`config.mk`:
```
export PLATFORM = sky130hd
export DESIGN_NAME = layer_seq_ctrl
export DESIGN_NICKNAME = d
export VERILOG_FILES = /design/src/rtl/nn_ctrl_pkg.sv /design/src/rtl/layer_out_buf.sv /design/src/rtl/layer_seq_ctrl.sv
export SDC_FILE = /design/constraint.sdc
export NUM_CORES = 1
export LEC_CHECK = 0
export ABC_AREA = 0
export ABC_CLOCK_PERIOD_IN_PS = 1700
export CORE_AREA = 2 2 154 81
export CTS_CLUSTER_SIZE = 12
export DETAILED_ROUTE_END_ITERATION = 10
export DIE_AREA = 0 0 156 83
export PLACE_DENSITY = 0.76
export SYNTH_ARGS = -nofsm -noshare
export SYNTH_HDL_FRONTEND = slang
export SYNTH_SLANG_ARGS = --single-unit
```
`constraint.sdc`:
```
create_clock -name clk -period 1.7 [get_ports clk]
set_clock_uncertainty 0.05 [all_clocks]
set_input_delay 0.34 -clock clk [delete_from_list [all_inputs] [get_ports clk]]
set_output_delay 0.34 -clock clk [all_outputs]
set_load 0.01 [all_outputs]
```
`src/rtl/nn_ctrl_pkg.sv`:
```
// Shared types and helpers for the layer sequencing controllers.
package nn_ctrl_pkg;

  typedef enum logic [1:0] {
    IDLE  = 2'd0,
    FEED  = 2'd1,
    WAIT  = 2'd2,
    DRAIN = 2'd3
  } layer_state_e;

  // Counter width able to hold 0..limit-1, never narrower than one bit.
  function automatic int cnt_width(input int limit);
    return (limit <= 2) ? 1 : $clog2(limit);
  endfunction

endpackage

```
`src/rtl/layer_out_buf.sv`:
```
// Capture register file for one layer's neuron outputs: per-neuron capture
// with a done mask, synchronous bulk clear and an indexed read port.
module layer_out_buf
  import nn_ctrl_pkg::*;
#(
  parameter int dataWidth = 16,
  parameter int numNeuron = 4,
  parameter int idxWidth  = cnt_width(numNeuron)
) (
  input  logic                           clk,
  input  logic                           rstn,
  input  logic                           cap_en_i,
  input  logic [numNeuron-1:0]           cap_mask_i,
  input  logic [numNeuron*dataWidth-1:0] cap_data_i,
  input  logic                           clr_i,
  input  logic [idxWidth-1:0]            rd_idx_i,
  output logic [dataWidth-1:0]           rd_data_o,
  output logic [numNeuron-1:0]           done_o
);

  logic [dataWidth-1:0] mem_q [numNeuron];
  logic [numNeuron-1:0] done_q;

  always_ff @(posedge clk or negedge rstn) begin
    if (!rstn) begin
      done_q <= '0;
      for (int i = 0; i < numNeuron; i++) mem_q[i] <= '0;
    end else if (clr_i) begin
      done_q <= '0;
      for (int i = 0; i < numNeuron; i++) mem_q[i] <= '0;
    end else if (cap_en_i) begin
      // A repeated pulse simply overwrites the earlier value.
      for (int i = 0; i < numNeuron; i++) begin
        if (cap_mask_i[i]) begin
          mem_q[i]  <= cap_data_i[i*dataWidth +: dataWidth];
          done_q[i] <= 1'b1;
        end
      end
    end
  end

  always_comb begin
    rd_data_o = '0;
    for (int i = 0; i < numNeuron; i++) begin
      if (rd_idx_i == idxWidth'(i)) rd_data_o = mem_q[i];
    end
  end

  assign done_o = done_q;

endmodule

```
`src/rtl/layer_seq_ctrl.sv`:
```
// Sequences one fully-connected layer: broadcasts an input vector to all
// neurons, gathers their outputs, then streams them out in neuron order.
module layer_seq_ctrl
  import nn_ctrl_pkg::*;
#(
  parameter int dataWidth     = 16,
  parameter int numInput      = 10,
  parameter int numNeuron     = 4,
  parameter int timeoutCycles = 1024
) (
  input  logic                           clk,
  input  logic                           rstn,
  input  logic                           en,
  input  logic [dataWidth-1:0]           sData,
  input  logic                           sValid,
  output logic                           sReady,
  output logic [dataWidth-1:0]           nInput,
  output logic                           nInputValid,
  input  logic [numNeuron*dataWidth-1:0] nOutput,
  input  logic [numNeuron-1:0]           nOutputValid,
  output logic [dataWidth-1:0]           mData,
  output logic                           mValid,
  input  logic                           mReady,
  output logic                           busy,
  output logic                           err
);

  localparam int InW   = cnt_width(numInput);
  localparam int OutW  = cnt_width(numNeuron);
  localparam int WaitW = cnt_width(timeoutCycles);

  localparam logic [InW-1:0]   InLast   = InW'(numInput - 1);
  localparam logic [OutW-1:0]  OutLast  = OutW'(numNeuron - 1);
  localparam logic [WaitW-1:0] WaitLast = WaitW'(timeoutCycles - 1);

  layer_state_e         state_q, state_d;
  logic [InW-1:0]       in_cnt_q, in_cnt_d;
  logic [OutW-1:0]      out_cnt_q, out_cnt_d;
  logic [WaitW-1:0]     wait_cnt_q, wait_cnt_d;
  logic [dataWidth-1:0] n_input_q, n_input_d;
  logic                 n_input_valid_q, n_input_valid_d;
  logic                 err_q, err_d;

  logic                 buf_cap_en;
  logic                 buf_clr;
  logic [numNeuron-1:0] done_mask;
  logic [dataWidth-1:0] rd_data;
  logic                 all_done;

  layer_out_buf #(
    .dataWidth (dataWidth),
    .numNeuron (numNeuron),
    .idxWidth  (OutW)
  ) u_out_buf (
    .clk        (clk),
    .rstn       (rstn),
    .cap_en_i   (buf_cap_en),
    .cap_mask_i (nOutputValid),
    .cap_data_i (nOutput),
    .clr_i      (buf_clr),
    .rd_idx_i   (out_cnt_q),
    .rd_data_o  (rd_data),
    .done_o     (done_mask)
  );

  // Outputs arriving in the same cycle as the last missing one count too.
  assign all_done   = &(done_mask | nOutputValid);
  assign buf_cap_en = (state_q == WAIT);

  always_ff @(posedge clk or negedge rstn) begin
    if (!rstn) begin
      state_q         <= IDLE;
      in_cnt_q        <= '0;
      out_cnt_q       <= '0;
      wait_cnt_q      <= '0;
      n_input_q       <= '0;
      n_input_valid_q <= 1'b0;
      err_q           <= 1'b0;
    end else begin
      state_q         <= state_d;
      in_cnt_q        <= in_cnt_d;
      out_cnt_q       <= out_cnt_d;
      wait_cnt_q      <= wait_cnt_d;
      n_input_q       <= n_input_d;
      n_input_valid_q <= n_input_valid_d;
      err_q           <= err_d;
    end
  end

  always_comb begin
    state_d         = state_q;
    in_cnt_d        = in_cnt_q;
    out_cnt_d       = out_cnt_q;
    wait_cnt_d      = wait_cnt_q;
    n_input_d       = n_input_q;
    n_input_valid_d = 1'b0;
    err_d           = err_q;
    buf_clr         = 1'b0;
    sReady          = 1'b0;
    mValid          = 1'b0;
    mData           = '0;

    case (state_q)
      IDLE: begin
        if (en) state_d = FEED;
      end
      FEED: begin
        sReady = 1'b1;
        if (sValid) begin
          n_input_d       = sData;
          n_input_valid_d = 1'b1;
          if (in_cnt_q == InLast) begin
            in_cnt_d = '0;
            state_d  = WAIT;
          end else begin
            in_cnt_d = in_cnt_q + InW'(1);
          end
        end
      end
      WAIT: begin
        wait_cnt_d = wait_cnt_q + WaitW'(1);
        if (all_done) begin
          state_d = DRAIN;
        end else if (wait_cnt_q == WaitLast) begin
          // Give up on the missing neurons; their entries drain as zero.
          err_d   = 1'b1;
          state_d = DRAIN;
        end
      end
      DRAIN: begin
        mValid = 1'b1;
        mData  = rd_data;
        if (mReady) begin
          if (out_cnt_q == OutLast) begin
            out_cnt_d  = '0;
            wait_cnt_d = '0;
            buf_clr    = 1'b1;
            state_d    = en ? FEED : IDLE;
          end else begin
            out_cnt_d = out_cnt_q + OutW'(1);
          end
        end
      end
      default: state_d = IDLE;
    endcase
  end

  assign nInput      = n_input_q;
  assign nInputValid = n_input_valid_q;
  assign busy        = (state_q != IDLE);
  assign err         = err_q;

endmodule

```
After elaboration in Yosys (flattened, before gate mapping)
Cells that the tools add are included.
- register bits: 104
- logic and storage cells: 91
- add/sub/neg operators: 3
- equal/unequal tests: 14
- mux-type cells: 38
- bitwise logic cells: 2
- reduce and logical (&&, ||, !) cells: 19
- operator list (operator ; count):
    16-bit two-way mux ; 9
    64-bit two-way mux ; 2
    10-bit two-way mux ; 2
    10-bit case mux with 2 select lines ; 1
    2-bit two-way mux ; 8
    2-bit nonzero test ; 7
    1-bit two-way mux ; 12
    4-bit two-way mux ; 3
    2-bit AND reduction ; 6
    10-bit by 1-bit adder with 10-bit output, second input constant ; 1
    10-bit equality test, second input constant ; 1
    2-bit != test, second input constant ; 5
    2-bit equality test, second input constant ; 4
    2-bit case mux with 4 select lines ; 1
    3-bit AND reduction ; 2
    6-bit AND reduction ; 1
    4-bit by 1-bit adder with 4-bit output, second input constant ; 1
    2-bit by 1-bit equality test with 1-bit output, second input constant ; 2
    4-bit equality test, second input constant ; 1
    2-bit logical NOT ; 2
    4-bit bitwise OR ; 1
    4-bit AND reduction ; 1
    3-bit by 1-bit != test with 1-bit output, second input constant ; 1
    2-bit by 1-bit adder with 2-bit output, second input constant ; 1
    1-bit inverter ; 1

Logic depth before layout (Yosys ltp)
- depth after elaboration: 6
- depth in mapped cells: 8

Hierarchy
A second synthesis with hierarchy kept.
- cell total of the unflattened synthesis: 483
- area, all modules: 5496.5 µm²
- by module, submodules not included (module ; instances ; cells an instance ; area an instance (µm²) ; sequential area each (µm²)):
    layer_out_buf ; 1 ; 327 ; 3624.7 ; 1701.6
    layer_seq_ctrl ; 1 ; 156 ; 1871.8 ; 900.9

Worst setup path after synthesis
OpenSTA, ideal clock, no wires.
- kind: register -> output
- start: register out_cnt_q[1]
- end: output port mData[11]
- data arrival time: 1.620 ns
- data required time: 1.310 ns
- path slack: -0.310 ns
- stages on the path, launching flop included: 8
- cell sequence: dfrtp_1 inv_1 ha_1 buf_4 buf_4 a221oi_1 a211o_1 a21boi_0
- word-level cells in the longest chain between the ends: 6
- elaborated cells between the ends (all ways): 9
- ends and longest elaborated chain (item ; line ; RTL):
    from (decl) ; layer_seq_ctrl.sv:38 ; logic [OutW-1:0] out_cnt_q, out_cnt_d;
    from (signal assigned) ; layer_seq_ctrl.sv:82 ; out_cnt_q <= out_cnt_d;
    2-bit logical NOT ; layer_out_buf.sv:45 ; if (rd_idx_i == idxWidth'(i)) rd_data_o = mem_q[i];
    16-bit two-way mux (3 in a row) ; layer_out_buf.sv:45 ;
    16-bit two-way mux * ; layer_out_buf.sv:45 ;
    16-bit two-way mux * ; layer_seq_ctrl.sv:103 ; case (state_q)
    to (decl) ; layer_seq_ctrl.sv:21 ; output logic [dataWidth-1:0] mData,
Mark *: on every way between the ends. The rest lies on a longest branch, timed or not.

Worst setup path after layout
- start: register out_cnt_q[1]
- end: output port mData[10]
The elaborated chain is that of the path after synthesis.

==> impl_metrics.ini <==
[job]
timing.max_cap.violations = 0

[timing]
grt_setup_unrepaired = true
timing.setup.tns_ns = -26.01
post-route-min-period_ns = 2.50
max_slew.worst_pin.slew_ns = 0.438
setup_viol = 98
report.final.hold_viol_count = 0
max_clock_freq_ghz = 0.399
slew_viol_final = 0
setup_ws_ns = -0.805
maxSlewHeadroom_pct = 70.5
fin_crit_sh_pct = 147

[placement]
dp_cells = 837
finalWeightedCongestion = 0.896
place.port_buffers = 125
post-place-ws_ns = -0.717
detailed_place_hpwl_mm = 11.1

[routing]
avgRoutedWirePerCell_um = 25.3
wl_mm = 22.5
via_per_inst = 6.13
drc_viols = 0
detailedRoute.firstPassIterationCount = 7
detailedRoute.firstIterationViolations = 709
vias = 5452
ant_nets = 0

[logic_synthesis]
postSynthAreaPerCell_um2 = 9.27
synth.net_count = 652
netlist.area_leader.share_pct = 50.8
synth_edf_count = 0
synth.ff_latch_count = 104
yosys_warnings = 0
synth_area_leaders = sky130_fd_sc_hd__dfrtp_1, sky130_fd_sc_hd__nand2_1, sky130_fd_sc_hd__a21oi_1
async_reset_ff_share_pct = 100
netlist_instances = 553
cell_accounting_for_the_most_synthesized_area = sky130_fd_sc_hd__dfrtp_1
post_synth_instance_area_um2 = 5120
synth_cell_type_count = 45
seq_total_area_yosys_pct = 50.8
synth_top_flop_cell = sky130_fd_sc_hd__dfrtp_1

[floorplanning]
floorplan.die.width_um = 156
core_region_area_um2 = 11500
dieArea_um2 = 12900
pin_count = 126
fp.dieH_um = 83
start_util_pct = 44.5
rows = 28

[global_route]
grt_util_all_layers_pct = 30.5
grt_antenna_before_repair = 2
gr-total-overflow = 0
grt_max_degree = 38
grt_pass1_wl_mm = 30.2
first_global_vias = 5302

[power]
comb_power_share_pct = 59.2
netSwitchingFraction_pct = 42.0
power_density_nw_per_um2 = 1890
p_seq_share_pct = 28.7
net-switching-power_mw = 6.99
clock_power_share_pct = 12.0
p_int_mw = 9.66
power.leakage_nw = 3.63
max-vdd-ir-drop_uv = 819

[final_layout]
final_nets = 833
finalNonFillerCells = 889
area_growth_pct = 71.7
fillCellCount = 597
antenna_cells_inserted = 0
post_route_cells_drive_above_1_share_pct = 39.0

[clocking]
clk_latency_ns = 0.35
clkSinkCount = 104
cts_tree = done
clock_tree_buffer_depth = 2
clk_root_buffer_cell = sky130_fd_sc_hd__clkbuf_16
cts_made_buffers = 9
ctsHtreeMaxLevel = 3
clkSlewWorstSetupHoldPaths_ns = 0.08

[critical_path]
critical_path_class = flop to output pin
crit_path_end_kind = output pin
critPathArrivalTime_ns = 2.11
crit_path_start_kind = flop
critical_path_required_ns = 1.31
crit_path_max_fanout = 7

[status]
status = complete, but fails checks
violations = setup timing

[worst_hold_path]
tightest_hold_check_type = input pin to async pin
metrics by stage:
| step | util [%] | hold WS [ns] | instance area [µm²] | total power, mW |
|---|---|---|---|---|
| 3_5_place_dp | 60.7 | 0.225 | 7000 | 10.7 |
| 6_report | 76.4 | 0.397 | 8800 | 16.6 |
| 2_1_floorplan | - | -0.00559 | 5240 | 7.92 |
| 5_1_grt | 76.4 | 0.436 | 8800 | 17.2 |
| 4_1_cts | 73.3 | 0.399 | 8440 | 14.9 |
| 3_3_place_gp | 60.7 | 0.224 | 7000 | 10.4 |
cell usage in the layout (no fill, tap or decap), types with 4 or more instances in the layout:
cell type	count
sky130_fd_sc_hd__mux2_2	17
sky130_fd_sc_hd__buf_16	8
sky130_fd_sc_hd__xnor2_1	5
sky130_fd_sc_hd__nand2_1	155
sky130_fd_sc_hd__buf_2	18
sky130_fd_sc_hd__nor2_4	7
sky130_fd_sc_hd__nand3_1	4
sky130_fd_sc_hd__a221oi_2	8
sky130_fd_sc_hd__inv_1	21
sky130_fd_sc_hd__a21oi_2	44
sky130_fd_sc_hd__buf_8	4
sky130_fd_sc_hd__o21ai_0	5
sky130_fd_sc_hd__ha_4	7
sky130_fd_sc_hd__nor2_1	9
sky130_fd_sc_hd__dfrtp_1	103
sky130_fd_sc_hd__buf_12	26
sky130_fd_sc_hd__buf_6	15
sky130_fd_sc_hd__a21boi_2	16
sky130_fd_sc_hd__clkbuf_16	11
sky130_fd_sc_hd__and2_1	4
sky130_fd_sc_hd__a221oi_4	7
sky130_fd_sc_hd__a21oi_4	21
sky130_fd_sc_hd__a211o_1	17
sky130_fd_sc_hd__clkdlybuf4s50_1	104
sky130_fd_sc_hd__nor2b_4	13
sky130_fd_sc_hd__buf_4	28
critical path: stages, from the launching register on:
cell,delay [ns]
sky130_fd_sc_hd__dfrtp_1,0.43
sky130_fd_sc_hd__inv_2,0.12
sky130_fd_sc_hd__ha_4,0.24
sky130_fd_sc_hd__buf_12,0.18
sky130_fd_sc_hd__nor2b_4,0.05
sky130_fd_sc_hd__a221oi_2,0.35
sky130_fd_sc_hd__a211o_1,0.19
sky130_fd_sc_hd__a21boi_2,0.07
sky130_fd_sc_hd__buf_2,0.14
state kept, by name, indices dropped and copies added, names as in the netlist, 2 cells and up:
| signal | cells |
|---|---|
| in_cnt_q | 4 |
| nInput | 16 |
| out_cnt_q | 2 |
| state_q | 2 |
| u_out_buf.done_o | 4 |
| u_out_buf.mem_q | 64 |
| wait_cnt_q | 10 |
Yosys cell counts (all sizes together) (3+ instances only):
| cell type | n |
|---|---|
| a211o | 17 |
| ha | 10 |
| mux2 | 18 |
| xor2 | 3 |
| nor2 | 17 |
| xnor2 | 6 |
| buf | 23 |
| a21oi | 66 |
| o21ai | 5 |
| nand2 | 158 |
| dfrtp | 104 |
| a221oi | 16 |
| inv | 26 |
| nor3 | 3 |
| and2 | 4 |
| clkbuf | 15 |
| nor2b | 17 |
| a21boi | 16 |
| nand3 | 7 |
routing by layer:
metal	share of wire, %	track usage (%)	up-vias	routed length (µm)
met5	0	0	-	0
met2	43	46.9	482	9600
met4	4.6	7.09	0	1040
li1	-	-	2231	-
met3	13	10.6	113	2960
met1	40	41.8	2626	8890
final timing paths:
check / to / startpoint / cells after the start / slack [ns]
max: mData[10] / out_cnt_q[1] / 8 / -0.80
min: u_out_buf.done_o[1] / rstn / 2 / 0.40
max reg2reg: wait_cnt_q[9] / out_cnt_q[1] / 10 / -0.51
min reg2reg: nInput[4] / nInput[4] / 1 / 0.46
max in group asynchronous: out_cnt_q[0] / rstn / 3 / 0.66
min in group clk: nInput[4] / nInput[4] / 1 / 0.46
power by group through the flow:
stage / registers [mW] / clock network [mW] / logic (mW)
floorplan: 4.29 / 0 / 3.63
global placement: 4.43 / 0 / 5.95
detailed placement: 4.49 / 0 / 6.19
CTS: 4.53 / 1.97 / 8.36
global route: 4.82 / 2.09 / 10.3
finish: 4.78 / 2.00 / 9.86
cell type report:
cell class	count	area (µm²)	share of cell area (%)
Sequential cell	104	2600	29.6
Clock buffer	13	250	2.84
Inverter	26	108	1.22
Multi-Input combinational cell	386	3240	36.8
Clock inverter	3	25.0	0.284
Tap cell	150	188	2.13
Timing Repair Buffer	207	2380	27.1
cell families after synthesis:
family                     synth area share [%]
buffers and inverters                      5.47
xor gates and xnor gates                   1.54
muxes                                      4.03
adders and majority gates                  2.44
DFF                                        50.8
and+or+nand+nor                            17.9
AOI/OAI and AO/OA                          17.8
repair_timing:
action	4_1_cts	5_1_grt
hold buffers	1	0
buffers inserted	20	6
gates resized for setup	244	65
cloned	14	2
endpoints found under the hold margin	23	0
setup endpoints to repair	97	112
pin swaps	30	27
(Power assumes the default switching activity.)
